**src/rtl/pipe_stage_reg_if.sv**
```systemverilog
`default_nettype none
// ============================================================================
// Module      : pipe_stage_reg_if
// Description : Valid/ready handshake bundle for one pipeline stage boundary.
// Revision    : 1.0 - initial release
// ============================================================================
interface pipe_stage_reg_if #(
    parameter int DATA_W      = 128,
    parameter int CTRL_W      = 16,
    parameter int STALL_CNT_W = 16
);
    logic                   in_valid;
    logic                   in_ready;
    logic [DATA_W-1:0]      in_data;
    logic [CTRL_W-1:0]      in_ctrl;
    logic                   flush;
    logic                   out_valid;
    logic                   out_ready;
    logic [DATA_W-1:0]      out_data;
    logic [CTRL_W-1:0]      out_ctrl;
    logic [1:0]             occupancy;
    logic [STALL_CNT_W-1:0] stall_cycles;
    logic                   stall_clr;

    modport master (
        output in_valid, in_data, in_ctrl, flush, out_ready, stall_clr,
        input  in_ready, out_valid, out_data, out_ctrl, occupancy, stall_cycles
    );

    modport slave (
        input  in_valid, in_data, in_ctrl, flush, out_ready, stall_clr,
        output in_ready, out_valid, out_data, out_ctrl, occupancy, stall_cycles
    );
endinterface
`default_nettype wire

```
**src/rtl/pipe_stage_reg.sv**
```systemverilog
`default_nettype none
// ============================================================================
// Module      : pipe_stage_reg
// Description : Parametrised pipeline register with optional skid entry,
//               flush and saturating stall-cycle counter.
// Revision    : 1.0 - initial release
// ============================================================================
module pipe_stage_reg #(
    parameter int                DATA_W      = 128,
    parameter int                CTRL_W      = 16,
    parameter logic [CTRL_W-1:0] BUBBLE_CTRL = {CTRL_W{1'b0}},
    parameter bit                SKID        = 1'b1,
    parameter int                STALL_CNT_W = 16
) (
    input  logic            clk,
    input  logic            reset,
    pipe_stage_reg_if.slave bus
);

    localparam logic [STALL_CNT_W-1:0] c_stall_one = {{(STALL_CNT_W-1){1'b0}}, 1'b1};

    logic                   r_main_valid;
    logic [DATA_W-1:0]      r_main_data;
    logic [CTRL_W-1:0]      r_main_ctrl;
    logic                   r_skid_valid;
    logic [DATA_W-1:0]      r_skid_data;
    logic [CTRL_W-1:0]      r_skid_ctrl;
    logic [STALL_CNT_W-1:0] r_stall_cnt;

    logic w_in_ready;
    logic w_in_xfer;
    logic w_out_xfer;
    logic w_main_take;
    logic w_skid_take;
    logic w_skid_pop;

    assign w_out_xfer = r_main_valid & bus.out_ready;
    assign w_in_xfer  = bus.in_valid & w_in_ready;

    generate
        if (SKID) begin : g_skid
            // in_ready depends only on state; an accepted entry implies skid is empty
            assign w_in_ready  = ~r_skid_valid;
            assign w_main_take = w_in_xfer & (~r_main_valid | w_out_xfer);
            assign w_skid_take = w_in_xfer & r_main_valid & ~w_out_xfer;
            assign w_skid_pop  = w_out_xfer & r_skid_valid;
        end else begin : g_noskid
            assign w_in_ready  = ~r_main_valid | bus.out_ready;
            assign w_main_take = w_in_xfer;
            assign w_skid_take = 1'b0;
            assign w_skid_pop  = 1'b0;
        end
    endgenerate

    always_ff @(posedge clk or negedge reset) begin
        if (!reset) begin
            r_main_valid <= 1'b0;
            r_skid_valid <= 1'b0;
        end else if (bus.flush) begin
            r_main_valid <= 1'b0;
            r_skid_valid <= 1'b0;
        end else begin
            if (w_main_take | w_skid_pop) begin
                r_main_valid <= 1'b1;
            end else if (w_out_xfer) begin
                r_main_valid <= 1'b0;
            end
            if (w_skid_take) begin
                r_skid_valid <= 1'b1;
            end else if (w_skid_pop) begin
                r_skid_valid <= 1'b0;
            end
        end
    end

    // Payload registers only move on a load; flush leaves the last payload visible
    always_ff @(posedge clk or negedge reset) begin
        if (!reset) begin
            r_main_data <= '0;
            r_main_ctrl <= BUBBLE_CTRL;
            r_skid_data <= '0;
            r_skid_ctrl <= BUBBLE_CTRL;
        end else if (!bus.flush) begin
            if (w_skid_pop) begin
                r_main_data <= r_skid_data;
                r_main_ctrl <= r_skid_ctrl;
            end else if (w_main_take) begin
                r_main_data <= bus.in_data;
                r_main_ctrl <= bus.in_ctrl;
            end
            if (w_skid_take) begin
                r_skid_data <= bus.in_data;
                r_skid_ctrl <= bus.in_ctrl;
            end
        end
    end

    always_ff @(posedge clk or negedge reset) begin
        if (!reset) begin
            r_stall_cnt <= '0;
        end else if (bus.stall_clr) begin
            r_stall_cnt <= '0;
        end else if (r_main_valid & ~bus.out_ready & ~(&r_stall_cnt)) begin
            r_stall_cnt <= r_stall_cnt + c_stall_one;
        end
    end

    assign bus.in_ready     = w_in_ready;
    assign bus.out_valid    = r_main_valid;
    assign bus.out_data     = r_main_data;
    assign bus.out_ctrl     = r_main_valid ? r_main_ctrl : BUBBLE_CTRL;
    assign bus.occupancy    = {1'b0, r_main_valid} + {1'b0, r_skid_valid};
    assign bus.stall_cycles = r_stall_cnt;

endmodule
`default_nettype wire

```
**src/flat_wrapper.sv**
```systemverilog
// flat-port wrapper written by rule: the top's interface ports become plain ports
module pipe_stage_reg_flat 
#(
    parameter int                DATA_W      = 128,
    parameter int                CTRL_W      = 16,
    parameter logic [CTRL_W-1:0] BUBBLE_CTRL = {CTRL_W{1'b0}},
    parameter bit                SKID        = 1'b1,
    parameter int                STALL_CNT_W = 16
)
  (clk, reset, bus_in_valid, bus_in_data, bus_in_ctrl, bus_flush, bus_out_ready, bus_stall_clr, bus_in_ready, bus_out_valid, bus_out_data, bus_out_ctrl, bus_occupancy, bus_stall_cycles);
  pipe_stage_reg_if #(.DATA_W(DATA_W), .CTRL_W(CTRL_W), .STALL_CNT_W(STALL_CNT_W)) bus_i ();
  input  logic clk;
  input  logic reset;
  input wire logic [$bits(bus_i.in_valid)-1:0] bus_in_valid;
  input wire logic [$bits(bus_i.in_data)-1:0] bus_in_data;
  input wire logic [$bits(bus_i.in_ctrl)-1:0] bus_in_ctrl;
  input wire logic [$bits(bus_i.flush)-1:0] bus_flush;
  input wire logic [$bits(bus_i.out_ready)-1:0] bus_out_ready;
  input wire logic [$bits(bus_i.stall_clr)-1:0] bus_stall_clr;
  output wire logic [$bits(bus_i.in_ready)-1:0] bus_in_ready;
  output wire logic [$bits(bus_i.out_valid)-1:0] bus_out_valid;
  output wire logic [$bits(bus_i.out_data)-1:0] bus_out_data;
  output wire logic [$bits(bus_i.out_ctrl)-1:0] bus_out_ctrl;
  output wire logic [$bits(bus_i.occupancy)-1:0] bus_occupancy;
  output wire logic [$bits(bus_i.stall_cycles)-1:0] bus_stall_cycles;
  assign bus_i.in_valid = bus_in_valid;
  assign bus_i.in_data = bus_in_data;
  assign bus_i.in_ctrl = bus_in_ctrl;
  assign bus_i.flush = bus_flush;
  assign bus_i.out_ready = bus_out_ready;
  assign bus_i.stall_clr = bus_stall_clr;
  assign bus_in_ready = bus_i.in_ready;
  assign bus_out_valid = bus_i.out_valid;
  assign bus_out_data = bus_i.out_data;
  assign bus_out_ctrl = bus_i.out_ctrl;
  assign bus_occupancy = bus_i.occupancy;
  assign bus_stall_cycles = bus_i.stall_cycles;
  pipe_stage_reg #(.DATA_W(DATA_W), .CTRL_W(CTRL_W), .BUBBLE_CTRL(BUBBLE_CTRL), .SKID(SKID), .STALL_CNT_W(STALL_CNT_W)) u_core (.clk(clk), .reset(reset), .bus(bus_i));
endmodule
```
**config.mk**
```make
export PLATFORM = sky130hd
export DESIGN_NAME = pipe_stage_reg_flat
export DESIGN_NICKNAME = d
export VERILOG_FILES = /design/src/rtl/pipe_stage_reg_if.sv /design/src/rtl/pipe_stage_reg.sv /design/src/flat_wrapper.sv
export SDC_FILE = /design/constraint.sdc
export NUM_CORES = 1
export LEC_CHECK = 0
export ABC_CLOCK_PERIOD_IN_PS = 1950
export BUFFER_PORTS_ARGS = -buffer_cell sky130_fd_sc_hd__buf_2
export CORE_MARGIN = 3
export CORE_UTILIZATION = 45
export CTS_BUF_LIST = sky130_fd_sc_hd__clkbuf_8
export CTS_CLUSTER_SIZE = 12
export DETAILED_ROUTE_END_ITERATION = 8
export GPL_ROUTABILITY_DRIVEN = 0
export HOLD_SLACK_MARGIN = 0.08
export PLACE_DENSITY = 0.74
export SYNTH_ARGS = -nofsm -noshare
export SYNTH_HDL_FRONTEND = slang
export SYNTH_SLANG_ARGS = --single-unit
```
**constraint.sdc**
```tcl
create_clock -name clk -period 1.95 [get_ports clk]
set_input_delay 0.195 -clock clk [delete_from_list [all_inputs] [get_ports clk]]
set_output_delay 0.195 -clock clk [all_outputs]
set_load 0.005 [all_outputs]
```
-- After elaboration in Yosys (flattened, before gate mapping)
Index checks and enable logic that the tools add are counted.
- register bits after elaboration: 306
- bits of input ports: 150
- output and inout bits: 164
- logic and storage cells: 45
- add/sub/neg operators: 2
- multiplexer cells: 13
- bitwise operators: 16
- reductions and logical operators: 7
- operators by type and width (operator ; count):
    two-way mux 128 bit ; 2
    two-way mux 16 bit ; 5
    adder 16 x 1 -> 16 bit, second input constant ; 1
    AND reduction 16 bit ; 1
    bitwise AND 1 bit ; 8
    two-way mux 1 bit ; 6
    NOT 1 bit ; 6
    nonzero test 3 bit ; 2
    AND reduction 2 bit ; 2
    nonzero test 2 bit ; 2
    adder 1 x 1 -> 2 bit ; 1
    OR 1 bit ; 2

-- Longest topological paths before layout
Gate-level depths: netlist of the first run.
- depth in word-level cells: 6
- gate-level depth with buffers: 7
- gate-level depth less buffers: 5

-- Worst setup path before layout of the first run
Ideal clock, no wire load.
- kind: flip-flop to flip-flop
- start: register u_core.r_main_valid (netlist: u_core.bus.out_valid)
- end: register u_core.r_stall_cnt[15] (netlist: u_core.bus.stall_cycles[15])
- setup time: 0.128 ns
- data arrival time: 1.713 ns
- path slack: 0.110 ns
- stages on the path, launching flop included: 6
- path through: dfrtp_1 > nand2b_4 > or4_1 > buf_2 > nor4_1 > mux2_1
- longest elaborated chain between the ends: 3
- ends and longest elaborated chain (item ; line ; RTL):
    from (decl) ; pipe_stage_reg.sv:22 ; logic r_main_valid;
    from (signal assigned) ; pipe_stage_reg.sv:57 ; r_main_valid <= 1'b0;
    from (signal assigned) ; pipe_stage_reg.sv:60 ; r_main_valid <= 1'b0;
    from (signal assigned) ; pipe_stage_reg.sv:64 ; r_main_valid <= 1'b1;
    bitwise AND 1 bit (2 in series) ; pipe_stage_reg.sv:103 ; end else if (r_main_valid & ~bus.out_ready & ~(&r_stall_cnt)) begin
    nonzero test 2 bit (no line) ; - ;
    to (signal assigned) ; pipe_stage_reg.sv:104 ; r_stall_cnt <= r_stall_cnt + c_stall_one;
    to (decl) ; pipe_stage_reg.sv:28 ; logic [STALL_CNT_W-1:0] r_stall_cnt;
Every way passes these cells.
A chain may end at the register's enable or synchronous reset.

-- Worst setup path in the final report of the first run
- start: register u_core.r_main_valid (netlist: u_core.bus.out_valid)
- end: register u_core.r_main_data[78] (netlist: u_core.bus.out_data[78])
- longest elaborated chain between the ends: 5
- elaborated cells on any way between the ends: 8
- those cells by class: mux: 1; bitwise: 5; reduce/logical: 2
- ends and longest elaborated chain (item ; line ; RTL):
    bitwise AND 1 bit / NOT 1 bit (equally long branches) ; pipe_stage_reg.sv:37, pipe_stage_reg.sv:44 ;
    OR 1 bit ; pipe_stage_reg.sv:44 ; assign w_main_take = w_in_xfer & (~r_main_valid | w_out_xfer);
    bitwise AND 1 bit ; pipe_stage_reg.sv:44 ;
    nonzero test 2 bit (no line) ; - ;
    AND reduction 2 bit (no line) ; - ;
    to (signal assigned) ; pipe_stage_reg.sv:85 ; r_main_data <= r_skid_data;
    to (signal assigned) ; pipe_stage_reg.sv:88 ; r_main_data <= bus.in_data;
    to (decl) ; pipe_stage_reg.sv:23 ; logic [DATA_W-1:0] r_main_data;
Parallel ways exist; a longest one is shown, timed or not.

==> results of run 1 <==
layout by cell type (no fill, tap or decap), types with 6 or more instances in the layout:
cell             n
buf_2          312
dfrtp_1        306
a21oi_1        158
dlygate4sd3_1  150
nor2_1         148
mux2i_1        145
mux2_2         140
clkbuf_8        61
buf_4           31
buf_12          26
inv_1           23
and2_1          16
o31ai_1          9
or4_1            8
mux2_1           7
or3_1            6
per-layer routing:
metal  part of all wire, %  GRT usage [%]  vias up
li1                      -              -     4742
met1                    41           26.5     5023
met2                    50           37.0      326
met3                   6.4           5.75       79
met4                   2.8           6.80        0
met5                     0              0        -
worst max-delay path: cells and delay by family, from the launching register on:
family / cells / cell delay [ps]
buffers and inverters: 3 / 590
flip-flops: 1 / 440
AND/OR/NAND/NOR: 2 / 430
AO/OA/AOI/OAI: 1 / 150
multiplexers: 1 / 140
area by class of cell:
type	count	share of cell area, %
antenna	2	0.0276
sequential	306	42.2
tap	378	2.61
clock buffer	61	4.63
clock inverter	20	0.490
inverter	7	0.145
timing repair buffer	528	22.2
multi-input combinational	674	27.7
power by group:
group          switching (mW)  internal [mW]
registers               0.737           7.75
logic                    1.41           1.80
clock network            2.47           2.79
total                    4.62           12.4
worst paths after layout:
check,from,to,slack (ps)
min in group clk,bus_in_valid,u_core.r_skid_ctrl[5]$_DFFE_PN0P_,280
max reg2reg,u_core.bus.out_valid$_DFFE_PN0P_,u_core.bus.out_data[78]$_DFFE_PN0P_,100
min reg2reg,u_core.r_skid_data[127]$_DFFE_PN0P_,u_core.r_skid_data[127]$_DFFE_PN0P_,490
max,u_core.bus.out_valid$_DFFE_PN0P_,u_core.bus.out_data[78]$_DFFE_PN0P_,100
min,reset,u_core.bus.stall_cycles[12]$_DFFE_PN0P_,200
max in group asynchronous,reset,u_core.bus.out_data[43]$_DFFE_PN0P_,980
sequential cells by signal, summed over array words and instances, names as in the netlist:
register	flops
u_core.bus.out_data	128
u_core.r_skid_ctrl	16
u_core.r_main_ctrl	16
u_core.bus.out_valid	1
u_core.bus.stall_cycles	16
u_core.r_skid_data	128
u_core.r_skid_valid	1
kinds of logic (layout without fill, tap and decap cells):
logic type                 Yosys count  in the layout
DFF                                306            306
muxes                              292            292
and+or+nand+nor                    207            207
AOI/OAI and AO/OA                  173            173
buffers and inverters               77            616
adders and majority gates            2              2
other                                0              2
metrics by stage:
step	total power [mW]	setup slack, ps	utilization [%]
global route	17.9	-16.6	64.5
finish	17.0	95.3	64.6
global placement	11.2	134	55.2
CTS	17.0	-0.387	63.9
detailed placement	11.4	46.9	55.2
floorplan	9.99	110	-
repair_timing:
item                       4_1_cts  5_1_grt
hold buffers                   150        0
cloned                           0        4
pin swaps                        0        2
hold endpoints to repair       576        0
buffers inserted                 0        5
setup endpoints to repair        1       77
gates resized for setup          2       10
==> flow_summary.json, run 1 <==
{
  "cts_buffer_depth": 3,
  "clk_latency_ps": 560,
  "synthDistinctLibCells": 30,
  "yosysTopAreaCell": "dfrtp_1",
  "yosys_warnings": 0,
  "crit_required_ps": 2430,
  "path_max_fanout": 31,
  "synth_top_area_share_pct": 59.1,
  "critPathCaptureType": "register",
  "io_pins": 314,
  "power-per-cell-area_nw_per_um2": 936,
  "vias": 10200,
  "cap_violations": 0,
  "dpl_cell_area_um2": 15500,
  "synth-adder-area-share_pct": 0.193,
  "stdcell_area_um2": 18100,
  "seq_area_frac_synth_pct": 59.1,
  "seq_area_um2": 7660,
  "path_class": "register to register",
  "yosysMostFrequentCell": "dfrtp_1",
  "dr.pass1.iters": 7,
  "cts_root_buf": "clkbuf_8",
  "port_buffers": 313,
  "fp.dieH_um": 176,
  "synth_common_cells": "306 x dfrtp_1, 159 x a21oi_1, 148 x nor2_1",
  "antenna_found_initial": 2,
  "crit_path_max_incr_delay_ps": 440,
  "cts_buffers": 50,
  "start_util_pct": 46.1,
  "crit_slowest_cell": "dfrtp_1",
  "htree_num_levels": 2,
  "grt_pass1_wl_mm": 54.9,
  "final_layout_size_suffix_gt1_share_pct": 37.2,
  "cts_tree": "built",
  "core_um2": 28100,
  "syn_nets": 1209,
  "synth_top_family_by_area": "multiplexers",
  "num_rows": 61,
  "crit_chain": "buf_12, mux2i_1, nor3_4, buf_12, buf_16, nor2_1, a21oi_1",
  "place_hpwl_mm": 21.4,
  "grt_pass1_vias": 10800,
  "relSlewSlack_pct": 66.3,
  "fin_crit_ps": 1850,
  "syn_inst": 1057,
  "die_w_um": 176,
  "syn_to_final_growth_pct": 40.1,
  "finalSetupViolCount": 0,
  "grt_usage_pct": 21.5,
  "num-fill-cells": 2143,
  "muxShareOfSynthArea_pct": 24.0,
  "finalHoldViolCount": 0,
  "drcViolationCount": 0,
  "final_cells": 1976,
  "synth-xor-area-share_pct": 0,
  "multi_input_area_um2": 5020,
  "p_leak_nw": 9.26,
  "worstPathArrival_ps": 2330,
  "post-route-period-util_pct": 95.1,
  "drv_slew": 0,
  "synth_compound_area_share_pct": 6.91,
  "tns_ps": 0,
  "dp.cells": 1735,
  "min_path_type": "primary input to asynchronous set/reset pin",
  "yosys.area_share.simple_pct": 7.17,
  "crit_path_frequent_cell": "buf_12",
  "routed_wl_mm": 34.7,
  "rsz0062_at_grt": "yes",
  "synth-async-reset-ratio_pct": 100,
  "fin_hold_ws_ps": 195,
  "drt-initial-drc-count": 503,
  "finalNetCount": 1719,
  "synth_ff_type": "dfrtp_1",
  "syn_avg_cell_area_um2": 12.2,
  "grt_max_degree": 73,
  "netlist_area_um2": 12900,
  "ff2ff_path_depth": 7,
  "fin_worst_skew_ps": 21.4,
  "status": "finished clean",
  "synth_seq_cells": 306,
  "worst_pin_slew_ps": 505,
  "gr-total-overflow": 0,
  "synth_area_leaders": "dfrtp_1 59%, mux2_2 12%, mux2i_1 11%",
  "ant_nets": 0,
  "routedWlPerCell_um": 17.6,
  "viasPerCell": 5.15,
  "critPathLaunchType": "register",
  "peakVddDrop_v": 0.000742,
  "dieArea_um2": 30800,
  "clk_pin_slew_worst_paths_ps": 60,
  "synth-edff-count": 0,
  "clock-sinks": 306,
  "max_freq_ghz": 0.539
}
(Power assumes the default switching activity.)
==> inputs of run 2 (changes only) <==
Settings changed: CORE_UTILIZATION 45 to 32, PLACE_DENSITY 0.74 to 0.57, REMOVE_ABC_BUFFERS set to 1.
==> run 2 against run 1 <==
Flip-flop and latch count did not move. Count of clock-buffer cells in the layout rose by 10. Sequential share of layout area fell by 1.0 points. Total power rose by 4.3%. Via count fell by 1.2%. Design area rose by 2.5%. Worst hold slack got worse by 5.3 ps. Setup slack got worse by 45 ps. Fmax fell by 2.4%. Critical path type unchanged. Critical endpoint is now u_core.bus.stall_cycles[12]$_DFFE_PN0P_. Highest routed layer unchanged.
==> flow_summary.json, run 2 (synthesized netlist as in run 1, its figures left out) <==
{
  "pwr-share-seq_pct": 47.8,
  "ant_nets": 0,
  "worst_pin_slew_ps": 565,
  "final_cells": 2153,
  "grt_pass1_vias": 10600,
  "p_leak_nw": 9.43,
  "critPathCaptureType": "register",
  "final_layout_size_suffix_gt1_share_pct": 38.8,
  "worstPathArrival_ps": 2370,
  "htree_num_levels": 2,
  "drv_slew": 0,
  "cts_buffer_depth": 3,
  "clk_pin_slew_worst_paths_ps": 60,
  "place_hpwl_mm": 22.9,
  "core_um2": 39800,
  "peakVddDrop_v": 0.000591,
  "port_buffers": 313,
  "drt-initial-drc-count": 439,
  "clock-sinks": 306,
  "maxUsedRoutingLayer": "met4",
  "fp.dieH_um": 207,
  "die_w_um": 207,
  "drcViolationCount": 0,
  "finalNetCount": 1747,
  "finalSetupViolCount": 0,
  "viasPerCell": 4.67,
  "dp.cells": 1906,
  "cap_violations": 0,
  "fin_worst_skew_ps": 21.1,
  "fin_crit_ps": 1900,
  "grt_usage_pct": 15.8,
  "gr-total-overflow": 0,
  "wl_met2_mm": 16.1,
  "power.switching_mw": 4.67,
  "dieArea_um2": 42900,
  "antenna_found_initial": 0,
  "clk_latency_ps": 620,
  "antenna_cells": 0,
  "rsz0062_at_grt": "yes",
  "final_common_cell": "buf_2",
  "grt_pass1_wl_mm": 56.3,
  "swShare_pct": 26.4,
  "max_freq_ghz": 0.526,
  "crit_required_ps": 2420,
  "syn_to_final_growth_pct": 43.6,
  "min_path_type": "primary input to register",
  "mostFrequentLayoutCells": "312 x buf_2, 305 x dfrtp_1, 158 x a21oi_1",
  "relSlewSlack_pct": 62.0,
  "path_class": "register to register",
  "num_rows": 73,
  "status": "finished clean",
  "vias": 10000,
  "wl_met1_mm": 15.4,
  "dr.pass1.iters": 6,
  "p_int_mw": 13.0,
  "grt_max_degree": 44,
  "cts_root_buf": "clkbuf_8",
  "routed_wl_mm": 34.8,
  "path_max_fanout": 5,
  "routedWlPerCell_um": 16.1,
  "finalHoldViolCount": 0,
  "post-route-period-util_pct": 97.4,
  "wl_met3_mm": 2.44,
  "clkPwrFrac_pct": 34.4,
  "cts_buffers": 52,
  "power-per-cell-area_nw_per_um2": 952,
  "critPathLaunchType": "register",
  "start_util_pct": 32.5,
  "utilization_pct": 46.7,
  "cts_tree": "built",
  "pwr-share-comb_pct": 17.8,
  "io_pins": 314
}
[run 2: cell count changes in the layout (fill, tap and decap cells not counted), sizes merged]
cell,previous run,this run
buf,374,400
clkbuf,65,73
inv,24,19
bufinv,0,2
diode,2,0
clkinvlp,1,0
dlygate4sd3,150,151
dlymetal6s4s,0,1
[run 2: power by group through the flow]
| stage | registers [mW] | clock network [mW] | logic, mW |
|---|---|---|---|
| 5_1_grt | 8.62 | 6.56 | 3.52 |
| 4_1_cts | 8.46 | 6.30 | 3.17 |
| 2_1_floorplan | 8.47 | 0 | 1.63 |
| 3_3_place_gp | 8.49 | 0 | 2.83 |
| 3_5_place_dp | 8.55 | 0 | 2.92 |
| 6_report | 8.46 | 6.08 | 3.16 |
[run 2: repair_timing]
action                                 in CTS  in global routing
gates cloned                                0                  2
resized for setup                           1                 13
pin swaps                                   0                  5
setup endpoints to repair                   1                 67
hold buffers                              152                  0
endpoints found under the hold margin     612                  0
buffers inserted                            0                  6
[run 2: through the flow]
| stage | power, mW | setup TNS, ps | instance area (um2) | worst slack [ps] | hold WS [ps] |
|---|---|---|---|---|---|
| 3_3_place_gp | 11.3 | 0 | 15800 | 87.6 | 160 |
| 2_1_floorplan | 10.1 | -1580300 | 12600 | -7400 | -101 |
| 4_1_cts | 17.9 | 0 | 18400 | 16.1 | 134 |
| 6_report | 17.7 | 0 | 18600 | 50.0 | 190 |
| 3_5_place_dp | 11.5 | 0 | 15800 | 25.2 | 157 |
| 5_1_grt | 18.7 | -559 | 18600 | -66.8 | 154 |
[run 2: layout make-up]
type	instances	area [um2]
Timing Repair Buffer	554	4120
Multi-Input combinational cell	674	5030
Sequential cell	306	7660
Inverter	7	26.3
Fill cell	3701	21200
Clock buffer	71	977
Tap cell	525	657
Clock inverter	16	120
[run 2: routing by layer]
metal  vias to the layer above  track usage [%]
li1                       4810                -
met1                      4885             20.2
met2                       287             25.3
met3                        63             4.98
met4                         0             5.31
met5                         -                0
[run 2: path summary, 6_finish.rpt]
path | slack, ps | start | endpoint | depth (start not counted)
max | 50 | u_core.bus.stall_cycles[1]$_DFFE_PN0P_ | u_core.bus.stall_cycles[12]$_DFFE_PN0P_ | 5
min | 190 | bus_in_valid | u_core.r_skid_ctrl[15]$_DFFE_PN0P_ | 4
max reg2reg | 50 | u_core.bus.stall_cycles[1]$_DFFE_PN0P_ | u_core.bus.stall_cycles[12]$_DFFE_PN0P_ | 5
min reg2reg | 490 | u_core.r_skid_data[127]$_DFFE_PN0P_ | u_core.r_skid_data[127]$_DFFE_PN0P_ | 1
max in group asynchronous | 410 | reset | u_core.bus.out_data[49]$_DFFE_PN0P_ | 4
min in group asynchronous | 630 | reset | u_core.bus.out_data[89]$_DFFE_PN0P_ | 3
[run 2: critical path: stages (launching register included)]
cell,delay [ps]
dfrtp_1,410
ha_2,220
nand4_1,180
or3_4,450
nor4_2,170
mux2_1,350
